**src/rtl/quad_decoder_multi.sv**
```systemverilog
// Multi-channel quadrature decoder: per channel a 2-FF synchroniser on {B,A},
// a stability filter, a Gray-code step decoder and a wrap/saturate counter
// with per-channel clear and a sticky illegal-transition flag.
module quad_decoder_multi #(
    parameter int NCH  = 2,
    parameter int CW   = 8,
    parameter int FILT = 4,
    parameter int INIT = 128
) (
    input  logic              i_clk,
    input  logic              i_reset_n,
    input  logic [NCH-1:0]    i_enc_a,
    input  logic [NCH-1:0]    i_enc_b,
    input  logic [NCH-1:0]    i_clr,
    input  logic              i_sat_mode,
    output logic [NCH*CW-1:0] o_count,
    output logic [NCH-1:0]    o_step,
    output logic [NCH-1:0]    o_dir,
    output logic [NCH-1:0]    o_err
);

    localparam logic [3:0]    FILT_C = 4'(FILT);
    localparam logic [CW-1:0] INIT_C = CW'(INIT);
    localparam logic [CW-1:0] ONE_C  = CW'(1);
    localparam logic [CW-1:0] MAX_C  = {CW{1'b1}};

    for (genvar gi = 0; gi < NCH; gi++) begin : g_ch
        logic [1:0]    r_syncMeta;
        logic [1:0]    r_syncOut;
        logic [1:0]    r_sPrev;
        logic [1:0]    r_filt;
        logic [1:0]    r_filtPrev;
        logic [3:0]    r_filtCnt;
        logic [3:0]    w_filtCntNext;
        logic [1:0]    w_posOld;
        logic [1:0]    w_posNew;
        logic [1:0]    w_posDiff;
        logic          w_up;
        logic          w_down;
        logic          w_illegal;
        logic [CW-1:0] r_count;
        logic [CW-1:0] w_countNext;
        logic          r_step;
        logic          r_dir;
        logic          r_err;

        // Two-flop synchroniser bringing the asynchronous {B,A} pins into the clock domain
        always_ff @(posedge i_clk or negedge i_reset_n) begin
            if (!i_reset_n) begin
                r_syncMeta <= 2'b00;
                r_syncOut  <= 2'b00;
            end else begin
                r_syncMeta <= {i_enc_b[gi], i_enc_a[gi]};
                r_syncOut  <= r_syncMeta;
            end
        end

        // Stability counter: restarts at 1 on every new candidate, cleared when the candidate matches the accepted state
        always_comb begin
            if (r_syncOut == r_filt) begin
                w_filtCntNext = 4'd0;
            end else if (r_syncOut != r_sPrev) begin
                w_filtCntNext = 4'd1;
            end else begin
                w_filtCntNext = r_filtCnt + 4'd1;
            end
        end

        // Accept the synchronised state once it has been stable for FILT consecutive samples
        always_ff @(posedge i_clk or negedge i_reset_n) begin
            if (!i_reset_n) begin
                r_sPrev   <= 2'b00;
                r_filt    <= 2'b00;
                r_filtCnt <= 4'd0;
            end else begin
                r_sPrev <= r_syncOut;
                if (w_filtCntNext == FILT_C) begin
                    r_filt    <= r_syncOut;
                    r_filtCnt <= 4'd0;
                end else begin
                    r_filtCnt <= w_filtCntNext;
                end
            end
        end

        // Gray position 00,01,11,10 -> 0,1,2,3; +1 is up, -1 is down, +2 means both bits flipped
        always_comb begin
            w_posOld    = {r_filtPrev[1], ^r_filtPrev};
            w_posNew    = {r_filt[1], ^r_filt};
            w_posDiff   = w_posNew - w_posOld;
            w_up        = (w_posDiff == 2'd1);
            w_down      = (w_posDiff == 2'd3);
            w_illegal   = (w_posDiff == 2'd2);
            w_countNext = r_count;
            if (w_up) begin
                if (!(i_sat_mode && (r_count == MAX_C))) begin
                    w_countNext = r_count + ONE_C;
                end
            end else if (w_down) begin
                if (!(i_sat_mode && (r_count == '0))) begin
                    w_countNext = r_count - ONE_C;
                end
            end
        end

        // Apply decoded steps to the counter; a clear in the same cycle wins and swallows the step
        always_ff @(posedge i_clk or negedge i_reset_n) begin
            if (!i_reset_n) begin
                r_filtPrev <= 2'b00;
                r_count    <= INIT_C;
                r_step     <= 1'b0;
                r_dir      <= 1'b0;
                r_err      <= 1'b0;
            end else begin
                r_filtPrev <= r_filt;
                if (i_clr[gi]) begin
                    r_count <= INIT_C;
                    r_err   <= 1'b0;
                    r_step  <= 1'b0;
                end else begin
                    r_step <= w_up | w_down;
                    if (w_up | w_down) begin
                        r_count <= w_countNext;
                        r_dir   <= w_up;
                    end
                    if (w_illegal) begin
                        r_err <= 1'b1;
                    end
                end
            end
        end

        assign o_count[gi*CW +: CW] = r_count;
        assign o_step[gi]           = r_step;
        assign o_dir[gi]            = r_dir;
        assign o_err[gi]            = r_err;
    end

endmodule

```
**config.mk**
```make
export PLATFORM = sky130hd
export DESIGN_NAME = quad_decoder_multi
export DESIGN_NICKNAME = d
export VERILOG_FILES = /design/src/rtl/quad_decoder_multi.sv
export SDC_FILE = /design/constraint.sdc
export NUM_CORES = 1
export LEC_CHECK = 0
export CAP_MARGIN = 30
export CORE_ASPECT_RATIO = 1.2
export CORE_MARGIN = 1
export CORE_UTILIZATION = 50
export CTS_CLUSTER_SIZE = 25
export DETAILED_ROUTE_END_ITERATION = 7
export GPL_TIMING_DRIVEN = 0
export PLACE_DENSITY = 0.7
export SETUP_SLACK_MARGIN = 0.02
export SYNTH_ARGS = -nofsm -noshare
export SYNTH_HDL_FRONTEND = slang
export SYNTH_SLANG_ARGS = --single-unit
export TNS_END_PERCENT = 20
```
**constraint.sdc**
```tcl
create_clock -name i_clk -period 5.69 [get_ports i_clk]
set_input_delay 1.138 -clock i_clk [delete_from_list [all_inputs] [get_ports i_clk]]
set_output_delay 1.138 -clock i_clk [all_outputs]
set_load 0.005 [all_outputs]
```
==> impl_metrics.tcl, run 1 <==
set metrics [dict create \
    grt_use_total_pct 19.31 \
    nFillCells 455 \
    synth_warnings 0 \
    vias 1984 \
    crit_arrival_ns 3.74 \
    status "complete, no violations" \
    cp-start-kind "flip-flop" \
    nets 314 \
    numCtsBuffers 5 \
    area_growth_pct 17.70 \
    layout_common_cells "dfrtp_1, clkdlybuf4s50_1, nor2_1" \
    syn_area_um2 2750 \
    synth_cells 253 \
    dr.pass1.iters 4 \
    final.period_utilization_pct 61.67 \
    hold_buffers 0 \
    post-cts-setup-buffer-count 0 \
    antenna_found_initial 0 \
    synth_edf_count 0 \
    ys_types 51 \
    worstSetupPathType "flip-flop to flip-flop" \
    cts-resized-gates 0 \
    crit_required_ns 5.92 \
    worst_slew_margin_rel_pct 44.81 \
    io_buffers 28 \
    syn_nets 278 \
    post_synth.cell_area_avg_um2 10.87 \
    drcViolationCount 0 \
    cp_max_fo 10 \
    fp.dieH_um 83.24 \
    grt_pass1_vias 1940 \
    crit_path_end_kind "flip-flop" \
    fmax_ghz 0.2850 \
    die_w_um 69.70 \
    grt_overflow 0 \
    cts_tree "built" \
    wire_per_inst_um 14.41 \
    core_area_um2 5298 \
    die-area_um2 5802 \
    setup_viol 0 \
    ys.flop_type "dfrtp_1" \
    ant_nets 0 \
    ioPinCount 31 \
    synth_seq_cells 50 \
    async_reset_ff_share_pct 100.0 \
    drive_gt1_share_pct 13.79 \
    synth_top_area_share_pct 43.68 \
    start_util_pct 51.91 \
    clock_latency_ns 0.30 \
    rows 29 \
    root_buffer "clkbuf_8" \
    hold_path_class "flip-flop to flip-flop" \
    clock_sinks 50 \
    tightest_slew_ns 0.8070 \
    netlist_top_cells_area "dfrtp_1, ha_1, xnor2_1" \
    grt_max_degree 34 \
    period_needed_ns 3.509 \
    clk_pin_slew_ns 0.09 \
    place.gp.congestion 0.7836 \
    grt_pass1_wl_mm 9.025 \
    routed_wirelength_mm 5.073 \
    setup_tns_ns 0 \
    ys_seq_area_share_pct 45.59 \
    grt_setup_unrepaired "false" \
    diodes 0 \
    maxSlewViolCount 0 \
    yosysTopAreaCell "dfrtp_1" \
    dp_hpwl_mm 3.736 \
    skew_ns 0.006151 \
    final_common_cell "dfrtp_1" \
    h-tree-depth 2 \
    drv_cap 0 \
    viasPerCell 5.636 \
    hold_viol_final 0 \
    cts_max_path_buffers 2 \
    drtIter0Drc 53 \
]
==> cells by family after synthesis <==
family / count (synthesis) / share of synthesized area, %
simple gates: 72 / 13.51
compound gates: 55 / 14.38
flops: 50 / 45.59
xor+xnor: 34 / 12.01
buf+inv: 16 / 3.275
fa+ha+maj: 16 / 7.279
mux: 10 / 3.958
==> synth_stat cells (3+ instances only) <==
cell	n
xor2_1	16
o21ai_0	12
nand3_1	4
nand2_1	13
mux2i_1	3
nand4_1	4
a22o_1	9
mux2_2	7
nor4_1	4
xnor2_1	16
a21oi_1	14
inv_1	3
ha_1	16
buf_4	7
buf_2	3
nand2b_1	3
nor2_1	22
dfrtp_1	48
nor3_1	8
==> final timing paths <==
check	from	end	slack, ns	depth (start not counted)
setup reg to reg	g_ch[0].r_filt[1]	g_ch[0].r_count[7]	2.18	13
min in group asynchronous	i_reset_n	g_ch[0].r_filtCnt[2]	0.77	1
hold / removal	g_ch[0].r_syncMeta[0]	g_ch[0].r_syncOut[0]	0.35	0
setup / recovery	g_ch[0].r_filt[1]	g_ch[0].r_count[7]	2.18	13
hold reg to reg	g_ch[0].r_syncMeta[0]	g_ch[0].r_syncOut[0]	0.35	0
max in group asynchronous	i_reset_n	g_ch[1].r_count[7]	4.34	2
==> state kept, by name, indices dropped and copies added, names as in the netlist <==
signal / cells
g_ch.r_filtPrev: 4
g_ch.r_sPrev: 4
g_ch.r_filtCnt: 8
g_ch.r_dir: 2
g_ch.r_syncOut: 4
g_ch.r_syncMeta: 4
g_ch.r_err: 2
g_ch.r_filt: 4
g_ch.r_count: 16
g_ch.r_step: 2
==> worst max-delay path, stage by stage (launching register included) <==
cell      delay [ns]
dfrtp_1         0.38
buf_2           0.16
xnor2_1         0.15
ha_1            0.17
xor3_2          0.36
or2_2           0.31
clkbuf_1        0.22
ha_1            0.29
nor3_1          0.23
nor4bb_1        0.32
o31ai_1         0.17
a31oi_1         0.19
mux2_2          0.35
a21oi_1         0.15
==> layout make-up <==
class	instances	area [um2]	share of cell area (%)
buffer	12	75.07	2.319
sequential	50	1254	38.73
tap	62	77.57	2.397
inverter	4	15.01	0.4639
timing repair buffer	29	295.3	9.123
clock buffer	5	68.82	2.126
multi-input combinational	187	1406	43.45
clock inverter	3	45.04	1.392
==> per-layer routing <==
| metal | part of all wire (%) | global-route usage, % |
|---|---|---|
| met5 | 0 | 0 |
| met4 | 1.3 | 6.545 |
| met3 | 2.8 | 2.549 |
| met2 | 48 | 32.39 |
| met1 | 47 | 25.76 |
==> metrics by stage <==
| step | utilization, % | worst slack (ns) | instances | instance area (um2) | hold WS, ns |
|---|---|---|---|---|---|
| after CTS | 61.10 | 2.195 | 352 | 3237 | 0.3572 |
| after detailed placement | 58.95 | 2.103 | 344 | 3123 | 0.3402 |
| after floorplan | - | 2.470 | 253 | 2750 | 0.3312 |
| after global routing | 61.10 | 1.822 | 352 | 3237 | 0.3710 |
| after global placement | 58.67 | 2.024 | 343 | 3108 | 0.3333 |
| final | 61.10 | 2.181 | 352 | 3237 | 0.3534 |
Power of run 1 is not shown: default switching activity piles up to over one toggle a cycle in this logic, so the estimate is an artifact.
==> run 2, diff against run 1 <==
==> constraint.sdc (replaced) <==
create_clock -name i_clk -period 3.5 [get_ports i_clk]
set_input_delay 0.7 -clock i_clk [delete_from_list [all_inputs] [get_ports i_clk]]
set_output_delay 0.7 -clock i_clk [all_outputs]
set_load 0.005 [all_outputs]
==> impl_metrics.tcl, run 2 (synthesis results as in run 1) <==
set metrics [dict create \
    vias 1993 \
    path_buf_inv 1 \
    regArea_um2 1254 \
    crit_required_ns 3.73 \
    fp.dieH_um 83.24 \
    drcViolationCount 0 \
    fmax_ghz 0.3104 \
    drv_cap 0 \
    dr.pass1.iters 4 \
    crit_arrival_ns 3.46 \
    clock_sinks 50 \
    diodes 0 \
    hold-worst-slack_ns 0.3332 \
    numCtsBuffers 5 \
    largestRegisters "g_ch.r_count: 16 flops, g_ch.r_filtCnt: 8 flops" \
    h-tree-depth 2 \
    path_delay_family "compound AO/OA/AOI/OAI gates" \
    worst_slew_margin_rel_pct 47.91 \
    use_met3_pct 2.549 \
    die_w_um 69.70 \
    r2r_start "g_ch[1].r_filt[1]" \
    maxSlewViolCount 0 \
    routed_wirelength_mm 5.178 \
    nFillCells 453 \
    viasPerCell 5.678 \
    die-area_um2 5802 \
    skew_ns 0.004788 \
    cp-start-kind "flip-flop" \
    start_util_pct 51.91 \
    grt_pass1_vias 1941 \
    crit_path_end_kind "flip-flop" \
    use_met1_pct 26.00 \
    place.gp.congestion 0.7836 \
    dp_hpwl_mm 3.736 \
    antenna_found_initial 0 \
    drive_gt1_share_pct 15.57 \
    worstSetupPathType "flip-flop to flip-flop" \
    cts_tree "built" \
    period_needed_ns 3.222 \
    io_buffers 28 \
    r2r-end "g_ch[1].r_count[7]" \
    path_cells "xnor2_1, ha_1, xor3_2, nor2_4, inv_2, ha_1, a2111oi_2, a21oi_4, mux2i_1, or4_1, o311a_1" \
    area_growth_pct 19.24 \
    status "complete, no violations" \
    hold_viol_final 0 \
    path_common_cell "ha_1" \
    setup_viol 0 \
    top_register "g_ch.r_count" \
    grt_use_total_pct 19.41 \
    grt.busiest_layer "met2" \
    rows 29 \
    largest_register_ffs 16 \
    r2r_cells 11 \
    root_buffer "clkbuf_8" \
    drtIter0Drc 44 \
    cp_max_fo 10 \
    ant_nets 0 \
    ioPinCount 31 \
    nets 313 \
    final.period_utilization_pct 92.05 \
    grt_overflow 0 \
    clk_pin_slew_ns 0.09 \
    final_common_cell "dfrtp_1" \
    met2_usage_pct 32.48 \
    clock_latency_ns 0.30 \
    slowest_stage "or4_1" \
    worst-r2r-setup-slack_ns 0.28 \
    grt_pass1_wl_mm 9.073 \
    grt_setup_unrepaired "false" \
    tightest_slew_ns 0.7801 \
    max_stage_delay_ns 0.51 \
    core_area_um2 5298 \
    hold_path_class "input port to asynchronous set/reset pin" \
    cts_max_path_buffers 2 \
    layout_common_cells "dfrtp_1, clkdlybuf4s50_1, nor2_1" \
    post-cts-setup-buffer-count 0 \
    setup_tns_ns 0 \
    multi_input_area_um2 1453 \
    grt_max_degree 34 \
    wire_per_inst_um 14.75 \
]
## run 2: what timing repair did
| action | in CTS | in global routing |
|---|---|---|
| hold buffers | 0 | 0 |
| endpoints found under the setup margin | 2 | 2 |
| resized for setup | 1 | 7 |
## run 2: layer usage
metal | up-vias | share of wire, %
li1 | 981 | -
met2 | 24 | 49
met3 | 6 | 2.5
met4 | 0 | 1.3
met1 | 982 | 47
met5 | - | 0
## run 2: area by class of cell
class | instances | share of cell area (%)
plain buffers | 11 | 2.175
inverters | 4 | 0.4578
well taps | 62 | 2.366
flip-flops and latches | 50 | 38.23
clock inverters | 3 | 1.374
clock buffers | 5 | 2.098
repair buffers | 29 | 9.004
multi-input cells | 187 | 44.30
## run 2: worst max path at each step
stage,slack [ns],cells past startpoint,startpoint,end
after floorplan,0.28,11,g_ch[1].r_filt[1],g_ch[1].r_count[7]
after global placement,0.07,11,g_ch[1].r_filt[1],g_ch[1].r_count[7]
after detailed placement,0.009,11,g_ch[1].r_filt[1],g_ch[1].r_count[7]
after CTS,0.02,13,g_ch[0].r_filt[1],g_ch[0].r_count[7]
after global routing,0.08,11,g_ch[1].r_filt[1],g_ch[1].r_count[7]
final,0.28,11,g_ch[1].r_filt[1],g_ch[1].r_count[7]
## run 2: per-stage QoR
step                      util, %  std cells  setup slack (ns)  instance area, um2
after floorplan                 -        253            0.2804                2750
after global placement      58.67        343           0.06533                3108
after detailed placement    58.95        344          0.008935                3123
after CTS                   61.12        352           0.01925                3238
after global routing        61.90        351           0.08166                3279
final                       61.90        351            0.2783                3279
Power of run 2 is left out for the same reason.
==> run 3, diff against run 2 <==
--- a/config.mk
+++ b/config.mk
@@ -11,9 +11,11 @@
 export CORE_UTILIZATION = 50
 export CTS_CLUSTER_SIZE = 25
 export DETAILED_ROUTE_END_ITERATION = 7
+export DONT_BUFFER_PORTS = 1
 export GPL_TIMING_DRIVEN = 0
-export PLACE_DENSITY = 0.7
+export PLACE_DENSITY = 0.63
 export SETUP_SLACK_MARGIN = 0.02
+export SKIP_LAST_GASP = 1
 export SYNTH_ARGS = -nofsm -noshare
 export SYNTH_HDL_FRONTEND = slang
 export SYNTH_SLANG_ARGS = --single-unit
==> impl_metrics.tcl, run 3 (synthesis results as in run 1) <==
set metrics [dict create \
    fp.dieH_um 83.24 \
    routed_wirelength_mm 4.878 \
    max_stage_delay_ns 0.61 \
    nFillCells 487 \
    final_common_cell "dfrtp_1" \
    tightest_slew_ns 0.7580 \
    fmax_ghz 0.2976 \
    largest_register_ffs 16 \
    worst_slew_margin_rel_pct 49.38 \
    h-tree-depth 2 \
    worstSetupPathType "flip-flop to flip-flop" \
    period_needed_ns 3.360 \
    crit_required_ns 3.74 \
    met2_usage_pct 28.33 \
    rows 29 \
    root_buffer "clkbuf_8" \
    dr.pass1.iters 4 \
    viasPerCell 5.762 \
    antenna_found_initial 0 \
    grt_pass1_wl_mm 8.569 \
    grt_setup_unrepaired "true" \
    skew_ns 0.005568 \
    path_cells "xnor2_1, ha_1, xor3_2, nor2_4, inv_2, ha_1, a2111oi_1, a21oi_4, mux2i_1, or4_1, o311a_1" \
    hold-worst-slack_ns 0.07265 \
    cp_max_fo 10 \
    place.gp.congestion 0.8484 \
    numCtsBuffers 5 \
    dp_hpwl_mm 3.494 \
    hold_path_class "input port to asynchronous set/reset pin" \
    cp-start-kind "flip-flop" \
    die_w_um 69.70 \
    core_area_um2 5298 \
    cts_tree "built" \
    clock_sinks 50 \
    drtIter0Drc 80 \
    slowest_stage "a2111oi_1" \
    nets 286 \
    drive_gt1_share_pct 16.79 \
    diodes 0 \
    status "complete, no violations" \
    start_util_pct 51.91 \
    setup_viol 0 \
    clock_latency_ns 0.31 \
    grt.busiest_layer "met2" \
    use_met1_pct 24.76 \
    drcViolationCount 0 \
    layout_common_cells "dfrtp_1, nor2_1, xnor2_1, xor2_1, ha_1" \
    grt_overflow 0 \
    grt_use_total_pct 18.32 \
    drv_cap 0 \
    die-area_um2 5802 \
    wire_per_inst_um 15.06 \
    vias 1867 \
    clk_pin_slew_ns 0.10 \
    ant_nets 0 \
    grt_pass1_vias 1810 \
    top_register "g_ch.r_count" \
    maxSlewViolCount 0 \
    crit_arrival_ns 3.60 \
    final.period_utilization_pct 96.00 \
    cts_max_path_buffers 2 \
    use_met3_pct 3.883 \
    grt_max_degree 51 \
    ioPinCount 31 \
    hold_viol_final 0 \
    io_buffers 0 \
    path_common_cell "ha_1" \
    crit_path_end_kind "flip-flop" \
    largestRegisters "g_ch.r_count: 16 flops, g_ch.r_filtCnt: 8 flops" \
    area_growth_pct 8.781 \
]
run 3: layout make-up:
class / instances / area (um2) / share of cell area (%)
plain buffers: 11 / 71.32 / 2.384
clock buffers: 5 / 68.82 / 2.300
clock inverters: 3 / 45.04 / 1.506
inverters: 4 / 15.01 / 0.5019
multi-input cells: 187 / 1445 / 48.31
flip-flops and latches: 50 / 1254 / 41.91
well taps: 62 / 77.57 / 2.593
repair buffers: 2 / 15.01 / 0.5019
run 3: stage by stage:
stage	cell area, um2	setup TNS [ns]	worst slack [ns]	instances	utilization, %
after floorplan	2750	0	0.2804	253	-
after global placement	2828	0	0.05298	315	53.38
after detailed placement	2828	0	0.03721	315	53.38
after CTS	2943	0	0.02944	323	55.55
after global routing	2992	-0.04588	-0.04588	324	56.47
final	2992	0	0.1401	324	56.47
run 3: worst paths after layout:
kind	startpoint	endpoint	slack (ns)	cells after the start
worst min-delay path	i_reset_n	g_ch[1].r_sPrev[1]	0.07	0
min in group i_clk	g_ch[1].r_syncMeta[1]	g_ch[1].r_syncOut[1]	0.35	0
worst max-delay path	g_ch[1].r_filt[1]	g_ch[1].r_count[7]	0.14	11
worst max register to register	g_ch[1].r_filt[1]	g_ch[1].r_count[7]	0.14	11
worst min register to register	g_ch[1].r_syncMeta[1]	g_ch[1].r_syncOut[1]	0.35	0
max in group asynchronous	i_reset_n	g_ch[0].r_count[7]	3.24	0
run 3: timing repair:
item | 4_1_cts | 5_1_grt
gates resized for setup | 1 | 5
setup endpoints to repair | 1 | 2
hold buffers | 0 | 0
hold endpoints to repair | 0 | 0
setup buffers | 0 | 2
run 3: metal layers:
layer,part of all wire [%],up-vias
met4,2.0,0
met3,3.8,8
met1,46,906
li1,-,929
met5,0,-
met2,48,24
run 3: worst max-delay path: cells and delay by family, from the launching register on:
| family | cells | cell delay, ns |
|---|---|---|
| compound gates | 3 | 0.88 |
| xor+xnor | 2 | 0.53 |
| fa+ha+maj | 2 | 0.43 |
| buf+inv | 1 | 0.12 |
| flops | 1 | 0.47 |
| mux | 1 | 0.16 |
| simple gates | 2 | 0.71 |
Power of run 3 is left out for the same reason.
